<file path="src/rtl/mips_pkg.sv">
// mips_pkg: shared ALU function codes, MIPS opcode/funct constants and the decoded-control struct.
// Used by alu_decode (producer) and alu_issue_stage (consumer).
package mips_pkg;
    localparam logic [3:0] ALU_AND  = 4'h0;
    localparam logic [3:0] ALU_OR   = 4'h1;
    localparam logic [3:0] ALU_ADD  = 4'h2;
    localparam logic [3:0] ALU_SUB  = 4'h3;
    localparam logic [3:0] ALU_XOR  = 4'h4;
    localparam logic [3:0] ALU_NOR  = 4'h5;
    localparam logic [3:0] ALU_SLT  = 4'h6;
    localparam logic [3:0] ALU_SLTU = 4'h7;
    localparam logic [3:0] ALU_SLL  = 4'h8;
    localparam logic [3:0] ALU_SRL  = 4'h9;
    localparam logic [3:0] ALU_SRA  = 4'hA;
    localparam logic [3:0] ALU_SLLV = 4'hB;
    localparam logic [3:0] ALU_SRLV = 4'hC;
    localparam logic [3:0] ALU_SRAV = 4'hD;

    localparam logic [5:0] OP_RTYPE = 6'h00;
    localparam logic [5:0] OP_BEQ   = 6'h04;
    localparam logic [5:0] OP_BNE   = 6'h05;
    localparam logic [5:0] OP_ADDI  = 6'h08;
    localparam logic [5:0] OP_ADDIU = 6'h09;
    localparam logic [5:0] OP_SLTI  = 6'h0A;
    localparam logic [5:0] OP_SLTIU = 6'h0B;
    localparam logic [5:0] OP_ANDI  = 6'h0C;
    localparam logic [5:0] OP_ORI   = 6'h0D;
    localparam logic [5:0] OP_XORI  = 6'h0E;
    localparam logic [5:0] OP_LUI   = 6'h0F;
    localparam logic [5:0] OP_LW    = 6'h23;
    localparam logic [5:0] OP_SW    = 6'h2B;

    localparam logic [5:0] F_SLL  = 6'h00;
    localparam logic [5:0] F_SRL  = 6'h02;
    localparam logic [5:0] F_SRA  = 6'h03;
    localparam logic [5:0] F_SLLV = 6'h04;
    localparam logic [5:0] F_SRLV = 6'h06;
    localparam logic [5:0] F_SRAV = 6'h07;
    localparam logic [5:0] F_ADD  = 6'h20;
    localparam logic [5:0] F_ADDU = 6'h21;
    localparam logic [5:0] F_SUB  = 6'h22;
    localparam logic [5:0] F_SUBU = 6'h23;
    localparam logic [5:0] F_AND  = 6'h24;
    localparam logic [5:0] F_OR   = 6'h25;
    localparam logic [5:0] F_XOR  = 6'h26;
    localparam logic [5:0] F_NOR  = 6'h27;
    localparam logic [5:0] F_SLT  = 6'h2A;
    localparam logic [5:0] F_SLTU = 6'h2B;

    typedef enum logic [1:0] {IMM_SEXT, IMM_ZEXT, IMM_LUI} imm_kind_e;

    typedef struct packed {
        logic [3:0] f;
        logic [4:0] shamt;
        logic       use_imm;
        imm_kind_e  imm_kind;
        logic       zero_a;
        logic       illegal;
    } ctrl_t;
endpackage

</file>
<file path="src/rtl/alu_decode.sv">
// alu_decode: combinational MIPS op/funct to ALU control translator.
// Ports: op, funct, shamt in; ctrl out (function, shift amount, B-select, imm kind, A-zero, illegal).
module alu_decode
    import mips_pkg::*;
(
    input  logic [5:0] op,
    input  logic [5:0] funct,
    input  logic [4:0] shamt,
    output ctrl_t      ctrl
);
    always_comb begin
        ctrl   = '0;
        ctrl.f = ALU_ADD;
        case (op)
            OP_RTYPE: begin
                case (funct)
                    F_ADD, F_ADDU: ctrl.f = ALU_ADD;
                    F_SUB, F_SUBU: ctrl.f = ALU_SUB;
                    F_AND:  ctrl.f = ALU_AND;
                    F_OR:   ctrl.f = ALU_OR;
                    F_XOR:  ctrl.f = ALU_XOR;
                    F_NOR:  ctrl.f = ALU_NOR;
                    F_SLT:  ctrl.f = ALU_SLT;
                    F_SLTU: ctrl.f = ALU_SLTU;
                    F_SLL:  begin ctrl.f = ALU_SLL; ctrl.shamt = shamt; end
                    F_SRL:  begin ctrl.f = ALU_SRL; ctrl.shamt = shamt; end
                    F_SRA:  begin ctrl.f = ALU_SRA; ctrl.shamt = shamt; end
                    F_SLLV: ctrl.f = ALU_SLLV;
                    F_SRLV: ctrl.f = ALU_SRLV;
                    F_SRAV: ctrl.f = ALU_SRAV;
                    default: ctrl.illegal = 1'b1;
                endcase
            end
            OP_BEQ, OP_BNE: ctrl.f = ALU_SUB;
            OP_ADDI, OP_ADDIU, OP_LW, OP_SW: ctrl.use_imm = 1'b1;
            OP_SLTI:  begin ctrl.f = ALU_SLT;  ctrl.use_imm = 1'b1; end
            OP_SLTIU: begin ctrl.f = ALU_SLTU; ctrl.use_imm = 1'b1; end
            OP_ANDI:  begin ctrl.f = ALU_AND; ctrl.use_imm = 1'b1; ctrl.imm_kind = IMM_ZEXT; end
            OP_ORI:   begin ctrl.f = ALU_OR;  ctrl.use_imm = 1'b1; ctrl.imm_kind = IMM_ZEXT; end
            OP_XORI:  begin ctrl.f = ALU_XOR; ctrl.use_imm = 1'b1; ctrl.imm_kind = IMM_ZEXT; end
            OP_LUI: begin
                ctrl.f        = ALU_OR;
                ctrl.use_imm  = 1'b1;
                ctrl.imm_kind = IMM_LUI;
                ctrl.zero_a   = 1'b1;
            end
            default: ctrl.illegal = 1'b1;
        endcase
    end
endmodule

</file>
<file path="src/rtl/alu_issue_stage.sv">
// alu_issue_stage: ID/EX register feeding the ALU (a, b, f, shamt) with stall/flush and RAW forwarding.
// Ports: clk/reset/stall/flush control; id_* decode-stage instruction and register data;
// mem_*/wb_* forwarding sources; ex_* registered ALU controls and forwarded operands.
module alu_issue_stage
    import mips_pkg::*;
#(
    parameter int XLEN   = 32,
    parameter int FWD_EN = 1
) (
    input  logic            clk,
    input  logic            reset,
    input  logic            stall,
    input  logic            flush,
    input  logic            id_valid,
    input  logic [5:0]      id_op,
    input  logic [5:0]      id_funct,
    input  logic [4:0]      id_shamt,
    input  logic [4:0]      id_rs,
    input  logic [4:0]      id_rt,
    input  logic [XLEN-1:0] id_rs_data,
    input  logic [XLEN-1:0] id_rt_data,
    input  logic [15:0]     id_imm,
    input  logic            mem_regwrite,
    input  logic [4:0]      mem_rd,
    input  logic [XLEN-1:0] mem_result,
    input  logic            wb_regwrite,
    input  logic [4:0]      wb_rd,
    input  logic [XLEN-1:0] wb_result,
    output logic            ex_valid,
    output logic [XLEN-1:0] ex_a,
    output logic [XLEN-1:0] ex_b,
    output logic [3:0]      ex_f,
    output logic [4:0]      ex_shamt,
    output logic            ex_illegal
);
    typedef struct packed {
        logic            valid;
        logic            illegal;
        logic [3:0]      f;
        logic [4:0]      shamt;
        logic [XLEN-1:0] a;
        logic [XLEN-1:0] b;
        logic [4:0]      rs;
        logic [4:0]      rt;
        logic            fwd_a;
        logic            fwd_b;
    } ex_reg_t;

    ctrl_t           ctrl;
    ex_reg_t         cap, ex_d, ex_q;
    logic [XLEN-1:0] imm_ext;
    logic            mem_a, mem_b, wb_a, wb_b;

    alu_decode u_dec (.op(id_op), .funct(id_funct), .shamt(id_shamt), .ctrl(ctrl));

    always_comb begin
        imm_ext = ctrl.imm_kind == IMM_LUI  ? XLEN'({id_imm, 16'h0}) :
                  ctrl.imm_kind == IMM_ZEXT ? XLEN'(id_imm) :
                  {{(XLEN-16){id_imm[15]}}, id_imm};
        cap         = '0;
        cap.valid   = 1'b1;
        cap.illegal = ctrl.illegal;
        cap.f       = ctrl.f;
        cap.shamt   = ctrl.shamt;
        cap.rs      = id_rs;
        cap.rt      = id_rt;
        // Only genuine register sources are eligible for forwarding.
        cap.fwd_a   = !ctrl.illegal && !ctrl.zero_a;
        cap.fwd_b   = !ctrl.illegal && !ctrl.use_imm;
        cap.a       = cap.fwd_a ? id_rs_data : '0;
        cap.b       = ctrl.illegal ? '0 : ctrl.use_imm ? imm_ext : id_rt_data;
        ex_d = flush || (!stall && !id_valid) ? '0 : stall ? ex_q : cap;
    end

    always_ff @(posedge clk or posedge reset) begin
        if (reset) ex_q <= '0;
        else       ex_q <= ex_d;
    end

    // EX/MEM wins over MEM/WB; register 0 never forwards.
    always_comb begin
        mem_a = FWD_EN != 0 && ex_q.fwd_a && mem_regwrite && mem_rd != 5'd0 && mem_rd == ex_q.rs;
        mem_b = FWD_EN != 0 && ex_q.fwd_b && mem_regwrite && mem_rd != 5'd0 && mem_rd == ex_q.rt;
        wb_a  = FWD_EN != 0 && ex_q.fwd_a && wb_regwrite && wb_rd != 5'd0 && wb_rd == ex_q.rs;
        wb_b  = FWD_EN != 0 && ex_q.fwd_b && wb_regwrite && wb_rd != 5'd0 && wb_rd == ex_q.rt;
        ex_a  = mem_a ? mem_result : wb_a ? wb_result : ex_q.a;
        ex_b  = mem_b ? mem_result : wb_b ? wb_result : ex_q.b;
    end

    assign ex_valid   = ex_q.valid;
    assign ex_illegal = ex_q.illegal;
    assign ex_f       = ex_q.f;
    assign ex_shamt   = ex_q.shamt;
endmodule

</file>
<file path="config.mk">
export PLATFORM = sky130hd
export DESIGN_NAME = alu_issue_stage
export DESIGN_NICKNAME = d
export VERILOG_FILES = /design/src/rtl/mips_pkg.sv /design/src/rtl/alu_decode.sv /design/src/rtl/alu_issue_stage.sv
export SDC_FILE = /design/constraint.sdc
export NUM_CORES = 1
export LEC_CHECK = 0
export CAP_MARGIN = 20
export CELL_PAD_IN_SITES_DETAIL_PLACEMENT = 1
export CELL_PAD_IN_SITES_GLOBAL_PLACEMENT = 1
export CORE_UTILIZATION = 27
export CTS_BUF_LIST = sky130_fd_sc_hd__clkbuf_16
export CTS_CLUSTER_SIZE = 16
export DETAILED_ROUTE_END_ITERATION = 7
export PLACE_DENSITY = 0.84
export SYNTH_ARGS = -nofsm -noshare
export SYNTH_HDL_FRONTEND = slang
export SYNTH_SLANG_ARGS = --single-unit
</file>
<file path="constraint.sdc">
create_clock -name clk -period 2.8 [get_ports clk]
set_clock_uncertainty 0.1 [all_clocks]
set_input_delay 0.56 -clock clk [delete_from_list [all_inputs] [get_ports clk]]
set_output_delay 0.56 -clock clk [all_outputs]
set_load 0.02 [all_outputs]
</file>
==> reports/metrics.yaml <==
final_layout:
  nNetsFinal: 1108
  seqCellArea_sq_mm: 0.00218
  diodes: 0
  area_growth_pct: 76.7
  multi_input_area_sq_mm: 0.00342
  drive_gt1_share_pct: 27.3
  fillers: 2222
clocking:
  cts_num_sinks: 87
  insertion_delay_ns: 0.34
  cts_tree: "yes"
  cts_buffer_depth: 2
  path_clk_slew_ns: 0.06
  cts-root-buf: "clkbuf_16"
  numCtsBuffers: 9
  cts_max_level: 3
run_status:
  violations: "negative setup slack"
  status: "finished, violations left"
floorplan:
  io_pins: 263
  die_w_microns: 145
  design.core.area_sq_mm: 0.0198
  rows: 51
  start_util_pct: 28.0
  dieArea_sq_mm: 0.0211
  dieHeight_microns: 145
synth:
  synth_edf_count: 0
  synth_area_leader_cell: "dfrtp_1"
  synth-main-ff-cell: "dfrtp_1"
  syn_area_per_cell_sq_um: 8.95
  yosysUniqueCellTypes: 39
  synth_area_leaders: "dfrtp_1 39%, a22o_1 13%, mux2i_1 12%"
  synth_nets: 806
  ys_seq_area_share_pct: 39.3
  synthCells: 618
  synth-warning-count: 0
  ys_ff_latch: 87
  synthArstFlopShare_pct: 100
  synth_top_area_share_pct: 39.3
  syn-cell-area_sq_mm: 0.00553
min_path:
  hold_path_class: "flip-flop to flip-flop"
global_route:
  grt_pass1_wl_microns: 39100
  antenna_found_initial: 1
  grtUsageTotal_pct: 24.3
  grt_overflow_total: 0
  grt_pass1_vias: 6646
  grt_max_degree: 88
drt:
  drc: 0
  totalWireLength_microns: 25800
  routed_wire_length_per_instance_microns: 21.7
  dr.pass1.iters: 6
  drtIter0Drc: 196
  postRouteAntennaNets: 0
  num_vias: 6092
  vias_per_cell: 5.12
timing:
  max_freq_ghz: 0.334
  finalSetupTns_ns: -4.86
  fin_crit_ns: 3.00
  rsz0062_at_grt: "yes"
  relSlewSlack_pct: 31.7
  hold_viol_final: 0
  min_period_over_period_pct: 107
  tightest_slew_ns: 1.02
  fin_ws_ns: -0.195
  setup_viol: 52
  timing.hold.ws_ns: 0.376
  drv_slew: 0
setup_path:
  required_ns: 2.14
  crit_path_start_kind: "input port"
  arrival_ns: 2.34
  endpoint_kind: "output port"
  critPathKind: "input port to output port"
  critPathMaxFanout: 6
placement:
  hpwl_microns: 18300
  port_buffers: 262
  gp_congestion: 0.888
power:
  power.leakage_uw: 0.00417
  peakVddDrop_uv: 268
  totalPowerFinal_uw: 3150
  power_density_mw_per_mm2: 322
run:
  cap_violations: 0
## what timing repair did
action,in CTS,in global routing
endpoints found under the setup margin,64,64
setup buffers,16,12
pin swaps,22,26
hold endpoints to repair,0,0
hold buffers,0,0
resized for setup,420,60
gates cloned,7,1
## cells in the final DEF, fill, tap and decap left out, types with 2 or more instances in the layout
master / count
buf_8: 3
xnor2_1: 13
a22o_1: 82
buf_16: 7
nand2_4: 8
or3_1: 2
nand2_2: 10
o21ai_1: 43
nand3_1: 7
buf_2: 23
clkbuf_16: 10
nor3_1: 2
nand4_1: 2
o21ai_2: 17
mux2i_1: 54
o21ai_4: 4
xnor2_2: 7
nand2b_1: 3
nor2b_1: 5
or4_4: 3
dfrtp_2: 3
a21oi_1: 21
o21ai_0: 36
inv_1: 4
mux2i_2: 8
nand2_1: 111
mux2i_4: 2
buf_12: 17
nor4_4: 3
dfrtp_1: 84
buf_6: 35
nor3_4: 5
nor2_1: 7
clkdlybuf4s15_2: 2
clkdlybuf4s50_1: 187
clkinv_2: 4
buf_4: 70
## cell type report
cell class,count,share of cell area (%)
clock buffer,9,2.30
clock inverter,6,0.550
inverter,4,0.192
multi-input combinational,471,35.0
sequential,87,22.3
tap,265,3.39
timing repair buffer,347,36.3
## critical path: stages
cell     delay, ns
buf_8         0.10
or4_4         0.52
nor2_1        0.10
buf_4         0.14
nor3_4        0.05
buf_12        0.14
buf_12        0.14
buf_8         0.14
mux2i_4       0.19
o21ai_4       0.13
buf_6         0.13
## synthesized netlist by cell type, types with 2 or more instances
master,n
nand4_1,2
nor3_4,2
buf_1,4
nand2b_1,3
clkbuf_1,28
or4_1,2
xnor2_1,21
a21o_1,2
nor3_2,3
buf_2,7
or3_1,2
nor4_2,2
nor2_1,8
nand2_1,129
o21ai_1,8
mux2i_1,64
a22o_1,82
buf_4,9
o21ai_0,92
a21oi_1,21
dfrtp_1,87
nand3_1,8
buf_6,7
nor3_1,2
inv_1,4
nor2b_1,6
## state kept, by name (all words and copies together), names as in the netlist
signal / cells
ex_f: 4
ex_illegal: 1
ex_q: 76
ex_shamt: 5
ex_valid: 1
## layer usage
metal	track usage, %	vias to the layer above	part of all wire [%]
li1	-	2823	-
met4	8.74	0	2.6
met1	29.0	2997	41
met2	42.5	229	51
met3	5.28	43	5.8
met5	0	-	0
## stage by stage
stage               std cells  setup WS [ns]  utilization, %  instance area [sq um]
floorplan                 618          0.120               -                   5540
global placement         1144         -0.938            44.4                   8790
detailed placement       1144          -1.06            44.4                   8790
CTS                      1180         -0.195            48.6                   9610
global route             1189         -0.236            49.4                   9780
finish                   1189         -0.195            49.4                   9780
## logic make-up (layout without fill, tap and decap cells)
kind of cell | count (synthesis) | after routing | share of synthesized area (%)
muxes | 65 | 65 | 11.8
AOI/OAI and AO/OA | 211 | 211 | 25.1
buffers and inverters | 60 | 366 | 5.81
DFF | 87 | 87 | 39.3
xor gates and xnor gates | 21 | 21 | 3.32
and+or+nand+nor | 174 | 174 | 14.6
## worst paths after layout
kind                            startpoint         end  slack [ns]  cells past startpoint
worst max-delay path              wb_rd[3]    ex_a[13]       -0.20                     11
worst min-delay path            ex_illegal  ex_illegal        0.38                      2
worst max register to register     ex_q[8]     ex_q[8]        1.82                      2
worst min register to register  ex_illegal  ex_illegal        0.38                      2
max in group asynchronous            reset    ex_q[42]        1.60                      3
min in group asynchronous            reset    ex_q[75]        0.61                      3
## report_power, final
| group | switching (uW) | internal [uW] |
|---|---|---|
| Combinational | 288 | 373 |
| Clock | 511 | 678 |
| Sequential | 18.5 | 1280 |
No activity file was read; power rests on OpenSTA's default activity.
